[src/rtl/tagged_dispatch_fifo_pkg.sv]
`default_nettype none
// ============================================================================
// Module   : tagged_dispatch_fifo_pkg
// Brief    : Shared sizing defaults and helpers for the tagged dispatch FIFO.
// Revision : 1.0 - initial release
// ============================================================================
`ifndef NUM_FIFOS
`define NUM_FIFOS 4
`endif
`ifndef WIDTH
`define WIDTH 8
`endif
`ifndef DEPTH
`define DEPTH 4
`endif

package tagged_dispatch_fifo_pkg;

    localparam int C_NUM_FIFOS = `NUM_FIFOS;
    localparam int C_WIDTH     = `WIDTH;
    localparam int C_DEPTH     = `DEPTH;

    function automatic logic is_onehot0(input logic [31:0] vec);
        return (vec & (vec - 32'd1)) == 32'd0;
    endfunction

endpackage

`default_nettype wire

[src/rtl/tagged_dispatch_fifo_if.sv]
`default_nettype none
// ============================================================================
// Module   : tagged_dispatch_fifo_if
// Brief    : Push/dispatch/status bundle between a producer and the FIFO.
// Revision : 1.0 - initial release
// ============================================================================
interface tagged_dispatch_fifo_if
    import tagged_dispatch_fifo_pkg::*;
#(
    parameter int NUM_FIFOS = C_NUM_FIFOS,
    parameter int WIDTH     = C_WIDTH,
    parameter int DEPTH     = C_DEPTH,
    parameter int TAGWIDTH  = $clog2(NUM_FIFOS)
);
    localparam int CW = $clog2(DEPTH + 1);

    logic                    push;
    logic [TAGWIDTH-1:0]     push_sel;
    logic [WIDTH-1:0]        data_in;
    logic [NUM_FIFOS-1:0]    rdy;
    logic [NUM_FIFOS-1:0]    vld;
    logic [WIDTH-1:0]        data_out;
    logic                    full;
    logic                    empty;
    logic [NUM_FIFOS*CW-1:0] pending;
    logic                    tag_err;

    modport master (
        output push, push_sel, data_in, rdy,
        input  vld, data_out, full, empty, pending, tag_err
    );

    modport slave (
        input  push, push_sel, data_in, rdy,
        output vld, data_out, full, empty, pending, tag_err
    );

endinterface

`default_nettype wire

[src/rtl/circular_pointer_fifo.sv]
`default_nettype none
// ============================================================================
// Module   : circular_pointer_fifo
// Brief    : Circular buffer with wrap-bit pointers; head is read combinationally.
// Revision : 1.0 - initial release
// ============================================================================
module circular_pointer_fifo
    import tagged_dispatch_fifo_pkg::*;
#(
    parameter int WIDTH = C_WIDTH,
    parameter int DEPTH = C_DEPTH
) (
    input  wire logic             clk,
    input  wire logic             rst,
    input  wire logic             wr_en,
    input  wire logic [WIDTH-1:0] wr_data,
    input  wire logic             rd_en,
    output logic      [WIDTH-1:0] rd_data,
    output logic                  full,
    output logic                  empty
);
    localparam int AW = $clog2(DEPTH);

    logic [WIDTH-1:0] r_mem [DEPTH];
    logic [AW:0]      r_wr_ptr;
    logic [AW:0]      r_rd_ptr;
    logic [AW:0]      w_count;

    // The extra MSB on each pointer separates a full buffer from an empty one.
    assign w_count = r_wr_ptr - r_rd_ptr;
    assign full    = (w_count == (AW + 1)'(DEPTH));
    assign empty   = (w_count == '0);
    assign rd_data = r_mem[r_rd_ptr[AW-1:0]];

    always_ff @(posedge clk) begin
        if (rst) begin
            r_wr_ptr <= '0;
            r_rd_ptr <= '0;
        end else begin
            if (wr_en && !full)
                r_wr_ptr <= r_wr_ptr + (AW + 1)'(1);
            if (rd_en && !empty)
                r_rd_ptr <= r_rd_ptr + (AW + 1)'(1);
        end
    end

    always_ff @(posedge clk) begin
        if (!rst && wr_en && !full)
            r_mem[r_wr_ptr[AW-1:0]] <= wr_data;
    end

endmodule

`default_nettype wire

[src/rtl/tagged_dispatch_fifo.sv]
`default_nettype none
// ============================================================================
// Module   : tagged_dispatch_fifo
// Brief    : In-order shared buffer dispatching each word to its tagged port.
// Revision : 1.0 - initial release
// ============================================================================
module tagged_dispatch_fifo
    import tagged_dispatch_fifo_pkg::*;
#(
    parameter int NUM_FIFOS = `NUM_FIFOS,
    parameter int WIDTH     = `WIDTH,
    parameter int DEPTH     = `DEPTH,
    parameter int TAGWIDTH  = $clog2(NUM_FIFOS)
) (
    input wire logic              clk,
    input wire logic              rst,
    tagged_dispatch_fifo_if.slave bus
);
    localparam int CW = $clog2(DEPTH + 1);
    localparam int EW = WIDTH + TAGWIDTH;

    logic [EW-1:0]        w_head;
    logic [TAGWIDTH-1:0]  w_head_tag;
    logic                 w_full;
    logic                 w_empty;
    logic                 w_tag_ok;
    logic                 w_push_acc;
    logic                 w_pop;
    logic [NUM_FIFOS-1:0] w_vld;
    logic [NUM_FIFOS-1:0] w_inc;
    logic [NUM_FIFOS-1:0] w_dec;
    logic [CW-1:0]        r_pending [NUM_FIFOS];
    logic                 r_tag_err;

    circular_pointer_fifo #(
        .WIDTH (EW),
        .DEPTH (DEPTH)
    ) u_store (
        .clk     (clk),
        .rst     (rst),
        .wr_en   (w_push_acc),
        .wr_data ({bus.push_sel, bus.data_in}),
        .rd_en   (w_pop),
        .rd_data (w_head),
        .full    (w_full),
        .empty   (w_empty)
    );

    // With a power-of-two port count every encodable tag is legal.
    generate
        if (NUM_FIFOS == (1 << TAGWIDTH)) begin : g_tag_all
            assign w_tag_ok = 1'b1;
        end else begin : g_tag_chk
            assign w_tag_ok = (32'(bus.push_sel) < NUM_FIFOS);
        end
    endgenerate

    assign w_head_tag = w_head[EW-1 -: TAGWIDTH];
    assign w_push_acc = bus.push && !w_full && w_tag_ok;
    assign w_pop      = |(w_vld & bus.rdy);

    genvar k;
    generate
        for (k = 0; k < NUM_FIFOS; k++) begin : g_dest
            assign w_vld[k] = !w_empty && (w_head_tag == TAGWIDTH'(k));
            assign w_inc[k] = w_push_acc && (bus.push_sel == TAGWIDTH'(k));
            assign w_dec[k] = w_vld[k] && bus.rdy[k];
            assign bus.pending[k*CW +: CW] = r_pending[k];
        end
    endgenerate

    always_ff @(posedge clk) begin
        if (rst) begin
            r_pending <= '{default: '0};
            r_tag_err <= 1'b0;
        end else begin
            for (int i = 0; i < NUM_FIFOS; i++) begin
                if (w_inc[i] && !w_dec[i])
                    r_pending[i] <= r_pending[i] + CW'(1);
                else if (!w_inc[i] && w_dec[i])
                    r_pending[i] <= r_pending[i] - CW'(1);
            end
            r_tag_err <= bus.push && !w_tag_ok;
        end
    end

    assign bus.vld      = w_vld;
    assign bus.data_out = w_head[WIDTH-1:0];
    assign bus.full     = w_full;
    assign bus.empty    = w_empty;
    assign bus.tag_err  = r_tag_err;

`ifdef FORMAL
    logic [31:0] w_sum;
    always_comb begin
        w_sum = '0;
        for (int i = 0; i < NUM_FIFOS; i++)
            w_sum = w_sum + 32'(r_pending[i]);
        assert (is_onehot0(32'(w_vld)));
        assert (w_sum == 32'(u_store.w_count));
        assert (!(w_pop && w_empty));
    end
`endif

endmodule

`default_nettype wire
[src/flat_wrapper.sv]
// flat-port wrapper written by rule: the top's interface ports become plain ports
module tagged_dispatch_fifo_flat import tagged_dispatch_fifo_pkg::*;
#(
    parameter int NUM_FIFOS = `NUM_FIFOS,
    parameter int WIDTH     = `WIDTH,
    parameter int DEPTH     = `DEPTH,
    parameter int TAGWIDTH  = $clog2(NUM_FIFOS)
)
  (clk, rst, bus_push, bus_push_sel, bus_data_in, bus_rdy, bus_vld, bus_data_out, bus_full, bus_empty, bus_pending, bus_tag_err);
  tagged_dispatch_fifo_if #(.NUM_FIFOS(NUM_FIFOS), .WIDTH(WIDTH), .DEPTH(DEPTH), .TAGWIDTH(TAGWIDTH)) bus_i ();
  input wire logic clk;
  input wire logic rst;
  input wire logic [$bits(bus_i.push)-1:0] bus_push;
  input wire logic [$bits(bus_i.push_sel)-1:0] bus_push_sel;
  input wire logic [$bits(bus_i.data_in)-1:0] bus_data_in;
  input wire logic [$bits(bus_i.rdy)-1:0] bus_rdy;
  output wire logic [$bits(bus_i.vld)-1:0] bus_vld;
  output wire logic [$bits(bus_i.data_out)-1:0] bus_data_out;
  output wire logic [$bits(bus_i.full)-1:0] bus_full;
  output wire logic [$bits(bus_i.empty)-1:0] bus_empty;
  output wire logic [$bits(bus_i.pending)-1:0] bus_pending;
  output wire logic [$bits(bus_i.tag_err)-1:0] bus_tag_err;
  assign bus_i.push = bus_push;
  assign bus_i.push_sel = bus_push_sel;
  assign bus_i.data_in = bus_data_in;
  assign bus_i.rdy = bus_rdy;
  assign bus_vld = bus_i.vld;
  assign bus_data_out = bus_i.data_out;
  assign bus_full = bus_i.full;
  assign bus_empty = bus_i.empty;
  assign bus_pending = bus_i.pending;
  assign bus_tag_err = bus_i.tag_err;
  tagged_dispatch_fifo #(.NUM_FIFOS(NUM_FIFOS), .WIDTH(WIDTH), .DEPTH(DEPTH), .TAGWIDTH(TAGWIDTH)) u_core (.clk(clk), .rst(rst), .bus(bus_i));
endmodule
[config.mk]
export PLATFORM = sky130hd
export DESIGN_NAME = tagged_dispatch_fifo_flat
export DESIGN_NICKNAME = d
export VERILOG_FILES = /design/src/rtl/tagged_dispatch_fifo_pkg.sv /design/src/rtl/tagged_dispatch_fifo_if.sv /design/src/rtl/circular_pointer_fifo.sv /design/src/rtl/tagged_dispatch_fifo.sv /design/src/flat_wrapper.sv
export SDC_FILE = /design/constraint.sdc
export NUM_CORES = 1
export LEC_CHECK = 0
export CAP_MARGIN = 20
export CORE_MARGIN = 2
export CORE_UTILIZATION = 53
export DETAILED_ROUTE_END_ITERATION = 7
export PLACE_DENSITY = 0.89
export SLEW_MARGIN = 20
export SYNTH_ARGS = -nofsm -noshare
export SYNTH_HDL_FRONTEND = slang
export SYNTH_HIERARCHICAL = 1
export SYNTH_SLANG_ARGS = --single-unit
[constraint.sdc]
create_clock -name clk -period 3.3 [get_ports clk]
set_input_delay 0.66 -clock clk [delete_from_list [all_inputs] [get_ports clk]]
set_output_delay 0.66 -clock clk [all_outputs]
set_load 0.03 [all_outputs]
==> metrics.md, run 1 <==
| Metric | Value |
|---|---|
| Status | `finished clean` |
| Initial antenna violation count | `0` |
| Hold_sp | `u_core/bus.pending[8]$_SDFFE_PP0P_` |
| DR WL/cell | `16.0 microns` |
| Mux share of post-synthesis cell area | `13.3%` |
| Worst flop-to-flop path endpoint | `u_core/bus.pending[2]$_SDFFE_PP0P_` |
| Clock buffer depth | `2` |
| Vias per std cell | `5.29` |
| Post-Syn Area | `0.00268 sq mm` |
| Compound-Gate Fraction of Synth Area | `3.96%` |
| CP peak stage delay | `0.72 ns` |
| CTS sink cnt | `60` |
| Post-synth EDFFs | `40` |
| Final Critical Period | `3.10 ns` |
| Diode count | `0` |
| Ys Warns | `6` |
| Die Ht | `75.2 microns` |
| Setup_tns | `0 ns` |
| Hold buffers post-CTS | `0` |
| Pwr/cell area | `785 mW/mm^2` |
| Data required, critical path | `2.64 ns` |
| Root buf cell | `clkbuf_8` |
| Synth top area cells | `edfxtp_1 (45%), dfxtp_1 (15%), mux4_2 (9.2%)` |
| Synthesized-area fraction occupied by and/or/nand/nor cells | `9.09%` |
| Most frequent cell after synthesis | `edfxtp_1` |
| Final GP Congestion | `0.850` |
| Cell chain of the critical path | `inv_1 > ha_1 > nor2b_1 > xnor2_2 > nor2b_4 > clkdlybuf4s50_1` |
| Final Cycle Share | `94.0%` |
| Detailed Place HPWL | `3450 microns` |
| Total CTS buffers | `9` |
| Clock skew | `0.00979 ns` |
| Post-Synth XOR/XNOR Area | `3.54%` |
| Largest net degree at the start of global routing | `22` |
| RSZ-0062 raised after global routing | `false` |
| Register area share after synthesis | `59.7%` |
| Hold path endpoint | `u_core/bus.pending[8]$_SDFFE_PP0P_` |
| Max-cap viol count | `0` |
| Synth top area share | `44.8%` |
| Worst Reg2Reg Path Length in Cells | `12` |
| Syn Nets | `213` |
| DRT Wirelength | `4920 microns` |
| Main combinational cell family by area after synthesis | `multiplexers` |
| DRT antenna net count | `0` |
| Clock transition at path regs | `0.07 ns` |
| Worst setup path class | `reg -> out` |
| Fmax | `322 MHz` |
| Startpoint types | `flip-flop` |
| Primary FF master, synth | `edfxtp_1` |
| R2R Path Start | `u_core/u_store/r_wr_ptr[0]$_SDFFE_PP0P_` |
| Reg2Reg Setup Slack | `0.21 ns` |
| All-Layer GR Usage | `19.8%` |
| Mapped Cells | `181` |
| Synth cell count leaders | `edfxtp_1 (40), dfxtp_1 (20), nor2_1 (15)` |
| Via count | `1628` |
| Critical path's slowest cell | `clkdlybuf4s50_1` |
| # IOs | `44` |
| Mean Syn Cell Area | `14.8 sq um` |
| Drc violations | `0` |
| Worst-margin pin slew | `0.540 ns` |
| Final global-route overflow total | `0` |
| Static Leak | `1.34 nW` |
| Crit path DAT | `2.44 ns` |
| Number of global-route vias before repair | `1645` |
| Pins Over Slew Limit | `0` |
| Die W | `75.2 microns` |
| Clk Latency, worst-skew pair | `0.34 ns` |
| Yosys cell types | `34` |
| Async SR Flop Fraction | `0%` |
| Post-layout util | `71.3%` |
| Port Buffers | `42` |
| FF+latch count, synth | `60` |
| Layout cells sized above 1 | `19.1%` |
| H-tree levels | `3` |
| Area of the die | `0.00565 sq mm` |
| Post-synthesis adder-cell area fraction | `8.11%` |
| Crit end category | `primary output` |
| Worst path bufs/invs | `2` |
| Area grow syn2layout | `28.0%` |
| Fin. Hold Viols | `0` |
| Core area | `0.00482 sq mm` |
| CP top delay family | `buffers and inverters` |
| Drt first pass iters | `4` |
| Rel. slew slack | `64.0%` |
| First-pass GRT wire length | `8000 microns` |
| Worst hold path class | `reg -> reg` |
| Net count of the finished layout | `268` |
| CTS tree | `done` |
| Peak supply drop | `324 uV` |
| Final setup fails | `0` |
| WP depth | `6` |
| Initial Utilization | `55.7%` |
| Leading area contributor after synthesis | `edfxtp_1` |
| Row count | `25` |
| Drt initial violations | `57` |
| Hold depth | `2` |
| Critical Path Fanout Max | `6` |
[worst max-delay path by stage]
| stage | start | endpoint | slack (ns) |
|---|---|---|---|
| after floorplan | u_core/u_store/r_wr_ptr[0]$_SDFFE_PP0P_ | u_core/bus.pending[2]$_SDFFE_PP0P_ | 0.03 |
| after global placement | u_core/u_store/r_wr_ptr[0]$_SDFFE_PP0P_ | u_core/bus.pending[2]$_SDFFE_PP0P_ | 0.27 |
| after detailed placement | u_core/u_store/r_wr_ptr[0]$_SDFFE_PP0P_ | u_core/bus.pending[2]$_SDFFE_PP0P_ | 0.08 |
| after CTS | u_core/u_store/r_wr_ptr[0]$_SDFFE_PP0P_ | bus_vld[2] | 0.06 |
| after global routing | u_core/u_store/r_wr_ptr[0]$_SDFFE_PP0P_ | u_core/bus.pending[2]$_SDFFE_PP0P_ | 0.05 |
| final | u_core/u_store/r_wr_ptr[0]$_SDFFE_PP0P_ | bus_empty | 0.20 |
[layout by cell type (no fill, tap or decap), drive strengths merged, types with 9 or more instances in the layout]
cell	instances
nor2	15
clkbuf	9
edfxtp	40
inv	11
xor2	9
clkdlybuf4s50	38
mux4	11
dfxtp	20
nand2	9
ha	11
[worst min-delay path, delay by kind of cell (launching register included)]
family	cells	cell delay (ns)
DFF	1	0.32
AOI/OAI and AO/OA	2	0.13
[per-layer routing]
metal / track usage, % / wire length [microns] / vias to the layer above
met2: 31.8 / 2470 / 31
met1: 25.6 / 2230 / 820
met4: 9.55 / 65 / 0
met3: 4.42 / 147 / 6
met5: 0 / 0 / -
li1: - / - / 771
[state kept, by name, indices dropped and copies added (netlist names), named ones only]
| register | flops |
|---|---|
| u_core/u_store/r_mem | 40 |
| u_core/u_store/r_wr_ptr | 3 |
| u_core/bus.pending | 12 |
| u_core/u_store/r_rd_ptr | 3 |
[metrics by stage]
step                total power, mW  hold slack [ns]  setup WS (ns)  instance area (sq um)  cells
finish                         2.70            0.493          0.197                   3440    308
CTS                            2.71            0.496         0.0608                   3420    308
floorplan                      1.67            0.467         0.0309                   2690    181
detailed placement             2.03            0.483         0.0828                   3200    290
global route                   2.83            0.514         0.0470                   3440    308
global placement               2.00            0.472          0.274                   3200    290
[what timing repair did]
action                                 4_1_cts  5_1_grt
setup endpoints to repair                    5        5
cloned                                       0        0
gates resized for setup                      1        5
endpoints found under the hold margin        0        0
buffers inserted                             2        0
pin swaps                                    1        0
[area by class of cell]
cell class / count / area (sq um)
Sequential cell: 60 / 1600
Fill cell: 330 / 1380
Multi-Input combinational cell: 107 / 1030
Timing Repair Buffer: 49 / 483
Clock buffer: 9 / 124
Tap cell: 67 / 83.8
Clock inverter: 7 / 75.1
Inverter: 9 / 33.8
[kinds of logic after synthesis]
| group | after synthesis |
|---|---|
| XOR/XNOR | 10 |
| adder cells (fa/ha/maj) | 15 |
| multiplexers | 21 |
| buffers and inverters | 14 |
| flip-flops | 60 |
| other | 1 |
| AO/OA/AOI/OAI | 14 |
| AND/OR/NAND/NOR | 46 |
[report_power, final]
part / switching (mW) / internal [mW] / total, mW
clock: 0.305 / 0.352 / 0.657
sequential: 0.0701 / 0.900 / 0.970
combinational: 0.583 / 0.486 / 1.07
Power figures use the tool's default switching activity.
==> inputs of run 2 (changes only) <==
--- a/config.mk
+++ b/config.mk
@@ -5,11 +5,12 @@
 export SDC_FILE = /design/constraint.sdc
 export NUM_CORES = 1
 export LEC_CHECK = 0
+export ABC_AREA = 1
 export CAP_MARGIN = 20
 export CORE_MARGIN = 2
-export CORE_UTILIZATION = 53
+export CORE_UTILIZATION = 25
 export DETAILED_ROUTE_END_ITERATION = 7
-export PLACE_DENSITY = 0.89
+export PLACE_DENSITY = 0.53
 export SLEW_MARGIN = 20
 export SYNTH_ARGS = -nofsm -noshare
 export SYNTH_HDL_FRONTEND = slang
==> metrics.md, run 2 <==
| Metric | Value |
|---|---|
| Final Critical Period | `3.08 ns (-0.0201 ns)` |
| Core area | `0.0110 sq mm (+130%)` |
| Synth cell count leaders | `nor2_1 (46), edfxtp_1 (40), inv_1 (40)` |
| Status | `finished clean` |
| Final cell count without fillers | `490 (+59%)` |
| RSZ-0062 raised after global routing | `false` |
| Max-cap viol count | `0 (unchanged)` |
| Placed Instances | `474 (+63%)` |
| Fin. Hold Viols | `0 (unchanged)` |
| Post-synth EDFFs | `40 (unchanged)` |
| Register area share after synthesis | `56.2% (-3.5 points)` |
| # IOs | `44 (unchanged)` |
| Top layer in use | `met4` |
| Pins Over Slew Limit | `0 (unchanged)` |
| Final global-route overflow total | `0 (unchanged)` |
| Synthesized-area fraction occupied by and/or/nand/nor cells | `19.7% (+11 points)` |
| Vias per std cell | `4.34 (-18%)` |
| Synth top area cells | `edfxtp_1 (42%), dfxtp_1 (14%), nor2_1 (6.1%)` |
| First-pass GRT wire length | `9960 microns (+24%)` |
| Ys Warns | `6 (unchanged)` |
| Layout cells sized above 1 | `14.0% (-5.1 points)` |
| Max reg flops | `40 (unchanged)` |
| Die W | `111 microns (+47%)` |
| Rel. slew slack | `64.4% (+0.45 points)` |
| Syn Nets | `322 (+51%)` |
| Setup_tns | `0 ns (unchanged)` |
| Peak supply drop | `822 uV (+150%)` |
| Drt initial violations | `109 (+91%)` |
| Worst hold path class | `reg -> reg` |
| Static Leak | `1.52 nW (+14%)` |
| H-tree levels | `3 (unchanged)` |
| Root buf cell | `clkbuf_16` |
| Total CTS buffers | `9 (unchanged)` |
| Die Ht | `111 microns (+47%)` |
| All-Layer GR Usage | `10.2% (-9.6 points)` |
| CTS sink cnt | `60 (unchanged)` |
| Post-CTS setup buffers | `0 (-2)` |
| CTS tree | `done` |
| Yosys cell types | `29 (-15%)` |
| Most frequent cell after synthesis | `nor2_1` |
| Clock buffer depth | `2 (unchanged)` |
| Pwr/cell area | `1150 mW/mm^2 (+46%)` |
| Data required, critical path | `2.64 ns (about the same)` |
| Initial Utilization | `26.0% (-30 points)` |
| Final Cycle Share | `93.4% (-0.61 points)` |
| Crit path DAT | `2.42 ns (-0.02 ns)` |
| Number of global-route vias before repair | `2071 (+26%)` |
| Largest net degree at the start of global routing | `15 (-32%)` |
| Placed Area | `0.00348 sq mm (+8.6%)` |
| Fmax | `324 MHz (+0.65%)` |
| Mux share of post-synthesis cell area | `0% (-13 points)` |
| Diode count | `0 (unchanged)` |
| Met2 wire length | `2680 microns (+8.3%)` |
| Clock skew | `0.00794 ns (-0.00185 ns)` |
| DR WL/cell | `12.3 microns (-23%)` |
| Worst-margin pin slew | `0.533 ns (-0.00669 ns)` |
| Port Buffers | `42 (unchanged)` |
| Via count | `2128 (+31%)` |
| Hold buffers post-CTS | `0 (unchanged)` |
| Startpoint types | `flip-flop` |
| Area grow syn2layout | `33.1%` |
| Post-synthesis adder-cell area fraction | `7.64% (-0.47 points)` |
| Design Area, Final | `0.00379 sq mm (+10%)` |
| Detailed Place HPWL | `4320 microns (+25%)` |
| Post-Synth XOR/XNOR Area | `1.23% (-2.3 points)` |
| Primary FF master, synth | `edfxtp_1` |
| Compound-Gate Fraction of Synth Area | `7.77% (+3.8 points)` |
| Clk Latency, worst-skew pair | `0.32 ns (-0.02 ns)` |
| FF+latch count, synth | `60 (unchanged)` |
| DRT Wirelength | `6010 microns (+22%)` |
| Mapped Cells | `290 (+60%)` |
| Area of the die | `0.0123 sq mm (+120%)` |
| Drt first pass iters | `4 (unchanged)` |
| # resized after CTS | `0 (-1)` |
| DR WL met3 | `392 microns (+170%)` |
| Final setup fails | `0 (unchanged)` |
| Crit end category | `primary output` |
| Row count | `38 (+52%)` |
| Net count of the finished layout | `377 (+41%)` |
| DRT antenna net count | `0 (unchanged)` |
| Worst setup path class | `reg -> out` |
| Initial antenna violation count | `0 (unchanged)` |
| Commonest cells after routing, fill and taps aside | `nor2_1 (46), inv_1 (40), edfxtp_1 (40)` |
| Mean Syn Cell Area | `9.83 sq um (-34%)` |
| Critical Path Fanout Max | `7 (+1)` |
| Async SR Flop Fraction | `0% (unchanged)` |
| Leading area contributor after synthesis | `edfxtp_1` |
| Drc violations | `0 (unchanged)` |
| Final GP Congestion | `0.802 (-5.6%)` |
| Post-Syn Area | `0.00285 sq mm (+6.2%)` |
| Synth top area share | `42.1% (-2.6 points)` |
| Most common cell after layout, fill and taps aside | `nor2_1` |
| Main combinational cell family by area after synthesis | `simple AND/OR/NAND/NOR gates` |
| PnR Total Power | `4.35 mW (+61%)` |
| Clock transition at path regs | `0.05 ns (-0.02 ns)` |
| M1 wire length | `2840 microns (+27%)` |
run 2: cell types whose count changed in the layout (fill, tap and decap cells not counted), sizes merged, moves of 11 or more:
| cell | delta |
|---|---|
| mux4 | -11 |
| nand2 | +29 |
| o21ai | +20 |
| nor2 | +31 |
| inv | +37 |
| nand3 | +13 |
run 2: worst max-delay path: stages, from the launching register on:
cell	delay, ns
dfxtp_1	0.35
inv_1	0.06
ha_1	0.29
a21oi_1	0.25
nand2_2	0.10
nand3_4	0.11
inv_2	0.09
nor3_1	0.14
clkdlybuf4s50_1	0.70
run 2: area by class of cell:
type	count	area (sq um)
fillers	1118	7190
flip-flops and latches	60	1600
multi-input cells	176	1040
repair buffers	50	488
clock buffers	9	225
inverters	48	184
well taps	140	175
clock inverters	7	75.1
run 2: cells by family after synthesis:
group / after synthesis
flops: 60
xor+xnor: 4
fa+ha+maj: 15
buf+inv: 54
other cells: 1
simple gates: 115
compound gates: 41
run 2: final timing paths:
path                                           startpoint                                  to  slack (ns)  cells after the start
hold reg to reg        u_core/bus.pending[2]$_SDFFE_PP0P_  u_core/bus.pending[2]$_SDFFE_PP0P_        0.53                      4
setup / recovery  u_core/u_store/r_rd_ptr[1]$_SDFFE_PP0P_                          bus_vld[0]        0.22                      8
hold / removal         u_core/bus.pending[2]$_SDFFE_PP0P_  u_core/bus.pending[2]$_SDFFE_PP0P_        0.53                      4
setup reg to reg  u_core/u_store/r_rd_ptr[1]$_SDFFE_PP0P_  u_core/bus.pending[5]$_SDFFE_PP0P_        0.54                     17
run 2: metrics by stage:
| step | hold slack [ns] | utilization (%) | worst slack [ns] |
|---|---|---|---|
| floorplan | 0.504 | - | 0.659 |
| global placement | 0.520 | 31.7 | 0.484 |
| finish | 0.529 | 34.5 | 0.217 |
| detailed placement | 0.524 | 31.7 | 0.436 |
| CTS | 0.535 | 34.4 | 0.0672 |
| global route | 0.550 | 34.5 | 0.0723 |
run 2: layer usage:
metal,GRT usage [%],vias up
met5,0,-
met4,4.33,0
met3,3.44,13
met2,15.8,64
met1,12.9,974
li1,-,1077
run 2: where the power goes:
| group | switching (mW) | internal [mW] | leakage, nW |
|---|---|---|---|
| Clock | 0.332 | 0.585 | 0.138 |
| Combinational | 1.45 | 0.873 | 0.852 |
| Sequential | 0.139 | 0.967 | 0.526 |
